## config.mk

```make
export PLATFORM = sky130hd
export DESIGN_NAME = out_code_buffer
export DESIGN_NICKNAME = d
export VERILOG_FILES = /design/src/rtl/out_code_buffer_pkg.sv /design/src/rtl/sync_fifo_core.sv /design/src/rtl/out_code_buffer.sv
export SDC_FILE = /design/constraint.sdc
export NUM_CORES = 1
export LEC_CHECK = 0
export ABC_CLOCK_PERIOD_IN_PS = 7500
export CAP_MARGIN = 25
export CORE_UTILIZATION = 45
export DETAILED_ROUTE_END_ITERATION = 8
export PLACE_DENSITY = 0.74
export SYNTH_ARGS = -nofsm -noshare
export SYNTH_HDL_FRONTEND = slang
export SYNTH_HIERARCHICAL = 1
export SYNTH_SLANG_ARGS = --single-unit
```

## constraint.sdc

```tcl
create_clock -name clk -period 7.5 [get_ports clk]
set_input_delay 1.5 -clock clk [delete_from_list [all_inputs] [get_ports clk]]
set_output_delay 1.5 -clock clk [all_outputs]
set_load 0.005 [all_outputs]
```

## src/rtl/out_code_buffer_pkg.sv

```systemverilog
// Shared output-code definitions for the Mealy FSM and its output buffer.
// Holds the Y0..Y4 code constants, the code width and the illegal-code test.
package out_code_buffer_pkg;

  localparam int CODE_W = 3;

  typedef enum logic [CODE_W-1:0] {
    Y0 = 3'b000,
    Y1 = 3'b001,
    Y2 = 3'b010,
    Y3 = 3'b011,
    Y4 = 3'b100
  } out_code_e;

  function automatic logic is_illegal(
    input logic [CODE_W-1:0] c
  );
    return (c > Y4);
  endfunction

endpackage

```

## src/rtl/sync_fifo_core.sv

```systemverilog
// DEPTH x CODE_W storage with wrapping pointers and an occupancy counter.
// Ports: clk/rst_n, i_clr flush, i_push/i_wdata, i_pop, o_rdata (head), o_count/o_empty/o_full.
module sync_fifo_core
  import out_code_buffer_pkg::*;
#(
  parameter int DEPTH = 8,
  parameter int AW    = $clog2(DEPTH)
) (
  input  logic              clk,
  input  logic              rst_n,
  input  logic              i_clr,
  input  logic              i_push,
  input  logic              i_pop,
  input  logic [CODE_W-1:0] i_wdata,
  output logic [CODE_W-1:0] o_rdata,
  output logic [AW:0]       o_count,
  output logic              o_empty,
  output logic              o_full
);

  logic [CODE_W-1:0] r_mem [DEPTH];
  logic [AW-1:0]     r_wptr;
  logic [AW-1:0]     r_rptr;
  logic [AW:0]       r_count;

  // Power-of-two depth: pointers wrap by natural overflow.
  always_ff @(posedge clk or negedge rst_n) begin
    if (!rst_n) begin
      r_wptr  <= '0;
      r_rptr  <= '0;
      r_count <= '0;
    end else if (i_clr) begin
      r_wptr  <= '0;
      r_rptr  <= '0;
      r_count <= '0;
    end else begin
      if (i_push) r_wptr <= r_wptr + AW'(1);
      if (i_pop)  r_rptr <= r_rptr + AW'(1);
      unique case ({i_push, i_pop})
        2'b10:   r_count <= r_count + (AW+1)'(1);
        2'b01:   r_count <= r_count - (AW+1)'(1);
        default: r_count <= r_count;
      endcase
    end
  end

  // Storage is not reset; stale entries are never readable.
  always_ff @(posedge clk) begin
    if (i_push && !i_clr) r_mem[r_wptr] <= i_wdata;
  end

  assign o_rdata = r_mem[r_rptr];
  assign o_count = r_count;
  assign o_empty = (r_count == '0);
  assign o_full  = (r_count == (AW+1)'(DEPTH));

endmodule

```

## src/rtl/out_code_buffer.sv

```systemverilog
// FIFO buffer for FSM output codes with overflow/illegal-code flags and Y4 counter.
// Ports: clk, reset (async low), code_in/code_valid, rd_en, clr; rd_data/rd_valid, status, flags, y4_cnt.
module out_code_buffer
  import out_code_buffer_pkg::*;
#(
  parameter int DEPTH = 8,
  parameter int CNT_W = 8
) (
  input  logic                     clk,
  input  logic                     reset,
  input  logic [CODE_W-1:0]        code_in,
  input  logic                     code_valid,
  input  logic                     rd_en,
  input  logic                     clr,
  output logic [CODE_W-1:0]        rd_data,
  output logic                     rd_valid,
  output logic                     empty,
  output logic                     full,
  output logic [$clog2(DEPTH):0]   count,
  output logic                     overflow,
  output logic                     err_code,
  output logic [CNT_W-1:0]         y4_cnt
);

  localparam int AW = $clog2(DEPTH);

  logic              w_illegal;
  logic              w_legal;
  logic              w_pop;
  logic              w_push;
  logic              w_drop;
  logic              w_empty;
  logic              w_full;
  logic [AW:0]       w_count;
  logic [CODE_W-1:0] w_head;

  logic [CODE_W-1:0] r_rd_data;
  logic              r_rd_valid;
  logic              r_overflow;
  logic              r_err_code;
  logic [CNT_W-1:0]  r_y4_cnt;

  assign w_illegal = code_valid && is_illegal(code_in);
  assign w_legal   = code_valid && !is_illegal(code_in);
  assign w_pop     = rd_en && !w_empty;
  // A pop in the same cycle frees the slot a full buffer needs.
  assign w_push    = w_legal && (!w_full || w_pop);
  assign w_drop    = w_legal && w_full && !w_pop;

  sync_fifo_core #(
    .DEPTH (DEPTH)
  ) u_core (
    .clk     (clk),
    .rst_n   (reset),
    .i_clr   (clr),
    .i_push  (w_push),
    .i_pop   (w_pop),
    .i_wdata (code_in),
    .o_rdata (w_head),
    .o_count (w_count),
    .o_empty (w_empty),
    .o_full  (w_full)
  );

  always_ff @(posedge clk or negedge reset) begin
    if (!reset) begin
      r_rd_data  <= '0;
      r_rd_valid <= 1'b0;
      r_overflow <= 1'b0;
      r_err_code <= 1'b0;
      r_y4_cnt   <= '0;
    end else if (clr) begin
      r_rd_valid <= 1'b0;
      r_overflow <= 1'b0;
      r_err_code <= 1'b0;
      r_y4_cnt   <= '0;
    end else begin
      r_rd_valid <= w_pop;
      if (w_pop)     r_rd_data  <= w_head;
      if (w_drop)    r_overflow <= 1'b1;
      if (w_illegal) r_err_code <= 1'b1;
      if (w_push && code_in == Y4 && r_y4_cnt != '1)
        r_y4_cnt <= r_y4_cnt + CNT_W'(1);
    end
  end

  assign rd_data  = r_rd_data;
  assign rd_valid = r_rd_valid;
  assign empty    = w_empty;
  assign full     = w_full;
  assign count    = w_count;
  assign overflow = r_overflow;
  assign err_code = r_err_code;
  assign y4_cnt   = r_y4_cnt;

endmodule

```

======== Word level (Yosys, flattened, before mapping) ========
Memories as Yosys holds them, arrays and structs flattened. A register that Yosys moved wholly into a read port is not among the register bits.
Index checks and enable logic that the tools add are counted.
operators by class
  multiplexer cells ....................... 15
  reductions and logical operators ........ 24
  bitwise logic cells ..................... 1
  $lt $le $gt $ge ......................... 1
  add/sub/neg operators ................... 5
  equality and inequality tests ........... 5
operators with widths
  operator                                              number
  2-to-1 mux 8 bit                                      2
  2-to-1 mux 3 bit                                      4
  nonzero test 2 bit                                    5
  logical AND 1 bit                                     9
  adder 8 x 1 -> 8 bit (second input constant)          1
  != test 8 bit (second input constant)                 1
  one-hot mux 4 bit (2 select lines)                    1
  2-to-1 mux 1 bit                                      7
  adder 3 x 1 -> 3 bit (second input constant)          2
  zero test 1 bit                                       6
  adder 4 x 1 -> 4 bit (second input constant)          1
  equality test 4 bit (second input constant)           1
  zero test 4 bit                                       1
  2-to-1 mux 4 bit                                      1
  subtractor 4 x 1 -> 4 bit (second input constant)     1
  equality test 3 bit (second input constant)           1
  > comparator 3 bit (second input constant)            1
  nonzero test 3 bit                                    1
  equality test 2 x 1 -> 1 bit (second input constant)  1
  equality test 2 bit (second input constant)           1
  AND reduction 2 bit                                   1
  logical OR 1 bit                                      1
  NOT 1 bit                                             1
storage, ports and cells
  RAM bits ................................ 24
  bits in registers ....................... 21
  input bits .............................. 8
  logic and storage cells ................. 59
  memories kept ........................... 1
  output and inout bits ................... 20
memories
  memory        words  width  rd ports  clocked after Yosys merged registers in  wr ports  line                  text
  u_core.r_mem  8      3      1         1                                        1         sync_fifo_core.sv:21  logic [CODE_W-1:0] r_mem [DEPTH];

======== Logic depth before layout (Yosys ltp) ========
  depth in word-level cells ............... 9
  mapped depth ............................ 11
  gate-level depth less buffers ........... 9

======== By module ========
The synthesis kept the hierarchy.
by module, submodules not included
  module           seq. area each (um^2)  instances  area an instance (um^2)  cells each
  sync_fifo_core   970.9                  1          1602.8                   113
  out_code_buffer  350.3                  1          706.9                    68

======== Least setup slack after synthesis ========
No wires, ideal clock.
  path kind ............................... input to register
  from .................................... input code_in[0]
  to ...................................... register u_core.r_count[3] (netlist: u_core/o_count[3])
  required time ........................... 7428 ps
  path buffers ............................ 0
  cell stages on the path ................. 8
  setup time .............................. 72 ps
  slack ................................... 4161 ps
  data arrival time ....................... 3267 ps
  cell sequence ........................... o21ai_0 > nand2_1 > a21oi_1 > nor2b_1 > ha_1 > a31o_2 > a2111oi_0 > nand4b_1
on the way
  longest elaborated chain between the ends .. 7
  elaborated cells on any way between the ends .. 9
  those cells by class .................... order compare: 1; eq/ne: 2; mux: 2; reduce/logical: 4
RTL lines
  what                                                                        line                       text
  start: declaration                                                          out_code_buffer.sv:11      input logic [CODE_W-1:0] code_in,
  > comparator 3 bit (*)                                                      out_code_buffer_pkg.sv:18  return (c > Y4);
  zero test 1 bit (*)                                                         out_code_buffer.sv:44      assign w_legal = code_valid && !is_illegal(code_in);
  logical AND 1 bit (*)                                                       out_code_buffer.sv:44
  logical AND 1 bit (*)                                                       out_code_buffer.sv:47      assign w_push = w_legal && (!w_full || w_pop);
  net w_push                                                                  out_code_buffer.sv:30      logic w_push;
  equality test 2 x 1 -> 1 bit / equality test 2 bit (equally long branches)  sync_fifo_core.sv:39       unique case ({i_push, i_pop})
  one-hot mux 4 bit (2 select lines)                                          sync_fifo_core.sv:39
  2-to-1 mux 4 bit                                                            sync_fifo_core.sv:32       end else if (i_clr) begin
  end signal: assignment                                                      sync_fifo_core.sv:40       2'b10: r_count <= r_count + (AW+1)'(1);
  end signal: assignment                                                      sync_fifo_core.sv:41       2'b01: r_count <= r_count - (AW+1)'(1);
  end signal: assignment                                                      sync_fifo_core.sv:42       default: r_count <= r_count;
  end: declaration                                                            sync_fifo_core.sv:24       logic [AW:0] r_count;
The timed path passes the listed nets; every way through them passes the cells marked *.
A chain may end at the register's enable or synchronous reset.

======== Final worst setup path ========
  from .................................... input code_in[1]
  to ...................................... register u_core.r_count[3] (netlist: u_core/o_count[3])
The elaborated chain is that of the path after synthesis.

==> out/metrics.json <==
{
  "finish": {
    "most-common-layout-cells": "27 x sky130_fd_sc_hd__clkdlybuf4s50_1, 24 x sky130_fd_sc_hd__nor2_1, 24 x sky130_fd_sc_hd__dfrtp_1, 24 x sky130_fd_sc_hd__edfxtp_1",
    "final_cell_count_no_fill": 277,
    "drive_gt1_share_pct": 10.0,
    "final_design_utilization_pct": 57.8,
    "finalInstanceArea_sq_um": 2780,
    "n_antenna_cell": 0,
    "area_delta_synth_final_pct": 20.5,
    "layout.cells.most_common": "sky130_fd_sc_hd__clkdlybuf4s50_1",
    "design.final.nets": 222
  },
  "sta": {
    "relSlewSlack_pct": 43.7,
    "post_route_setup_tns_ns": 0,
    "final_hold_viol_count": 0,
    "tightestPinTransition_ns": 0.838,
    "final.setup_skew_ns": 0.00533,
    "grt_setup_unrepaired": "no",
    "max_freq_mhz": 246,
    "timing.final.crit_period_ns": 4.07,
    "timing.hold.ws_ns": 0.510,
    "timing.final.setup_violations": 0,
    "fin_ws_ns": 3.43,
    "post-route-period-util_pct": 54.2,
    "final-max-slew-violation-count": 0
  },
  "power": {
    "total_power_uw": 764,
    "power_frac_comb_pct": 28.0,
    "clock_power_share_pct": 28.5,
    "vdd_ir_drop_max_mv": 0.144,
    "switching_share_pct": 27.1,
    "int_pwr_uw": 557,
    "power.sequential.fraction_pct": 43.5,
    "switching_power_uw": 207,
    "power_density_nw_per_um2": 275,
    "power_leakage_nw": 1.03
  },
  "floorplan": {
    "fp-row-count": 25,
    "die-width_um": 73.6,
    "core_area_sq_um": 4820,
    "ios": 28,
    "initial_util_pct": 47.9,
    "floorplan.die_area_sq_um": 5420,
    "floorplan.die.height_um": 73.6
  },
  "setup_path": {
    "highest_cell_delay_on_the_worst_timing_path_ns": 0.57,
    "cp_data_required_time_ns": 7.74,
    "worst-path-max-fanout": 11,
    "cp_num_buf_inv": 2,
    "critical_path.reg2reg.endpoint": "u_core/o_count[3]",
    "timing.critical_path.to_type": "flop",
    "arrival_ns": 4.30,
    "worst-r2r-cell-count": 8,
    "cpLargestDelayFamily": "compound AO/OA/AOI/OAI gates",
    "worstSetupPathType": "primary input to flop",
    "rr_startpoint": "u_core/o_count[1]",
    "crit_path_top_delay_cell": "sky130_fd_sc_hd__clkdlybuf4s50_1",
    "worstPathCellList": "clkdlybuf4s50_1, o21ai_0, nand2_1, a21oi_1, buf_4, nor2b_1, ha_1, a31o_2, a2111oi_0, nand4b_1",
    "reg_to_reg_setup_timing_slack_ns": 4.26,
    "startpoint_type": "primary input"
  },
  "clocking": {
    "post_cts_hold_buffer_count": 0,
    "clock_tree_from_tritoncts": "yes",
    "numCtsBuffers": 5,
    "cts-resized-gates": 0,
    "clk_latency_ns": 0.30,
    "htree_num_levels": 2,
    "tritoncts_num_sinks": 48,
    "cts_max_path_buffers": 2,
    "cts-root-buf": "sky130_fd_sc_hd__clkbuf_8",
    "post-cts-setup-buffers": 0,
    "clkTransAtPathRegs_ns": 0.08
  },
  "logic_synthesis": {
    "yosys-top-cells-area": "sky130_fd_sc_hd__edfxtp_1 31%, sky130_fd_sc_hd__dfrtp_1 26%, sky130_fd_sc_hd__mux4_1 6.8%",
    "netlist-cell-type-count": 45,
    "count_of_flip_flops_with_a_built_in_enable_after_synthesis": 24,
    "synth-async-reset-ratio_pct": 50.0,
    "postSynthRegisterBits": 48,
    "syn_area_per_cell_sq_um": 12.8,
    "synth_top_cell_area_share_pct": 31.2,
    "syn_inst": 181,
    "cell_accounting_for_the_most_synthesized_area": "sky130_fd_sc_hd__edfxtp_1",
    "synth-warning-count": 6,
    "cell_area_after_synthesis_sq_um": 2310,
    "ys_dominant_reg_cell": "sky130_fd_sc_hd__edfxtp_1",
    "synth_fp_nets": 194,
    "share_of_the_yosys_chip_area_belonging_to_registers_pct": 57.2
  },
  "status": {
    "outcome": "completed"
  },
  "global_route": {
    "grt_max_degree": 26,
    "gr-max-usage-layer": "met2",
    "grt_pass1_vias": 1500,
    "grt_overflow": 0,
    "grt_antenna_before_repair": 0,
    "grtUsageMet1_pct": 22.9,
    "grt_use_met3_pct": 3.57,
    "groute.layer.met2.usage_pct": 30.8,
    "track_usage_pct": 18.3,
    "first_pass_grt_wire_length_um": 7250
  },
  "min_path": {
    "timing.hold.worst_path_depth": 1,
    "timing.hold.worst_endpoint": "rd_data[2]",
    "timing.hold.worst.class": "flop to flop",
    "worstHoldStart": "rd_data[2]"
  },
  "drt": {
    "total_iterations_of_the_first_detailed_routing_run": 6,
    "dr.first_iter.drc_count": 86,
    "wl_per_cell_um": 15.3,
    "postRouteAntennaNets": 0,
    "via_per_inst": 5.45,
    "vias": 1510,
    "route.final.wire_length_um": 4230,
    "drc_errors": 0
  },
  "place": {
    "number_of_placed_instances_with_taps_included": 268,
    "place_area_sq_um": 2640,
    "worst_setup_timing_slack_at_the_placement_stage_ns": 2.69,
    "gp_routability_congestion": 0.741,
    "dpl.hpwl_um": 3010,
    "port_buffers": 27
  },
  "job": {
    "maxCapViolations": 0
  }
}
sequential cells by signal, summed over array words and instances, names as in the netlist:
register,count
rd_valid,1
rd_data,3
y4_cnt,8
u_core/r_rptr,3
u_core/r_mem,24
u_core/r_wptr,3
overflow,1
err_code,1
u_core/o_count,4
worst reg2reg max path, cell delays in order, from the launching register on:
cell and delay (ns):
sky130_fd_sc_hd__dfrtp_1 0.49, sky130_fd_sc_hd__nor4_1 0.77, sky130_fd_sc_hd__a21oi_1 0.29, sky130_fd_sc_hd__buf_4 0.26, sky130_fd_sc_hd__nor2b_1 0.23, sky130_fd_sc_hd__ha_1 0.31
sky130_fd_sc_hd__a31o_2 0.26, sky130_fd_sc_hd__a2111oi_0 0.39, sky130_fd_sc_hd__nand4b_1 0.17
layout make-up:
type / instances / area, sq um
fill: 415 / 2030
sequential: 48 / 1320
multi-input combinational: 117 / 907
timing repair buffer: 30 / 313
tap: 67 / 83.8
clock buffer: 6 / 72.6
clock inverter: 2 / 60.1
inverter: 7 / 26.3
cells by family (layout without fill, tap and decap cells):
kind of cell             count (synthesis)  count (layout)  synth area share (%)
adder cells (fa/ha/maj)                  5               5                  2.71
multiplexers                            17              17                  12.0
AO/OA/AOI/OAI                           27              27                  8.07
XOR/XNOR                                 6               6                  2.28
buffers and inverters                   16              45                  3.52
AND/OR/NAND/NOR                         62              62                  14.2
flip-flops                              48              48                  57.2
power by group through the flow:
stage	logic (mW)	clock network [mW]	registers, mW
floorplan	0.141	0	0.328
global placement	0.208	0	0.339
detailed placement	0.214	0	0.339
CTS	0.215	0.223	0.333
global route	0.239	0.232	0.338
finish	0.214	0.218	0.332
routing by layer:
layer	wire, um	up-vias	part of all wire [%]
met2	2040	32	48
met1	1960	735	46
li1	-	738	-
met4	51	0	1.2
met3	176	5	4.2
met5	0	-	0
how the worst max path moves through the flow:
stage               startpoint           endpoint  slack [ns]  cells after the start
detailed placement  code_in[1]  u_core/o_count[3]        2.69                      9
CTS                 code_in[1]  u_core/o_count[3]        2.99                      9
floorplan           code_in[0]  u_core/o_count[3]        4.16                      8
global route        code_in[1]  u_core/o_count[3]        3.14                     10
finish              code_in[1]  u_core/o_count[3]        3.43                     10
global placement    code_in[1]  u_core/o_count[3]        2.80                      9
cells in the mapped netlist (2+ instances only):
cell	count
sky130_fd_sc_hd__clkbuf_1	4
sky130_fd_sc_hd__nor2_1	24
sky130_fd_sc_hd__dfrtp_1	24
sky130_fd_sc_hd__a21oi_1	9
sky130_fd_sc_hd__mux4_1	6
sky130_fd_sc_hd__o31ai_1	3
sky130_fd_sc_hd__a2111oi_0	2
sky130_fd_sc_hd__buf_6	2
sky130_fd_sc_hd__o21ai_0	4
sky130_fd_sc_hd__nand2_1	9
sky130_fd_sc_hd__edfxtp_1	24
sky130_fd_sc_hd__nand4_1	2
sky130_fd_sc_hd__inv_1	7
sky130_fd_sc_hd__mux2_2	6
sky130_fd_sc_hd__buf_2	2
sky130_fd_sc_hd__or4_1	3
sky130_fd_sc_hd__xnor2_1	3
sky130_fd_sc_hd__ha_1	5
sky130_fd_sc_hd__nor4_1	4
sky130_fd_sc_hd__mux2i_1	4
sky130_fd_sc_hd__nor2b_1	3
sky130_fd_sc_hd__xor2_1	3
sky130_fd_sc_hd__or3_1	2
sky130_fd_sc_hd__nand3_1	5
Power figures use the tool's default switching activity.
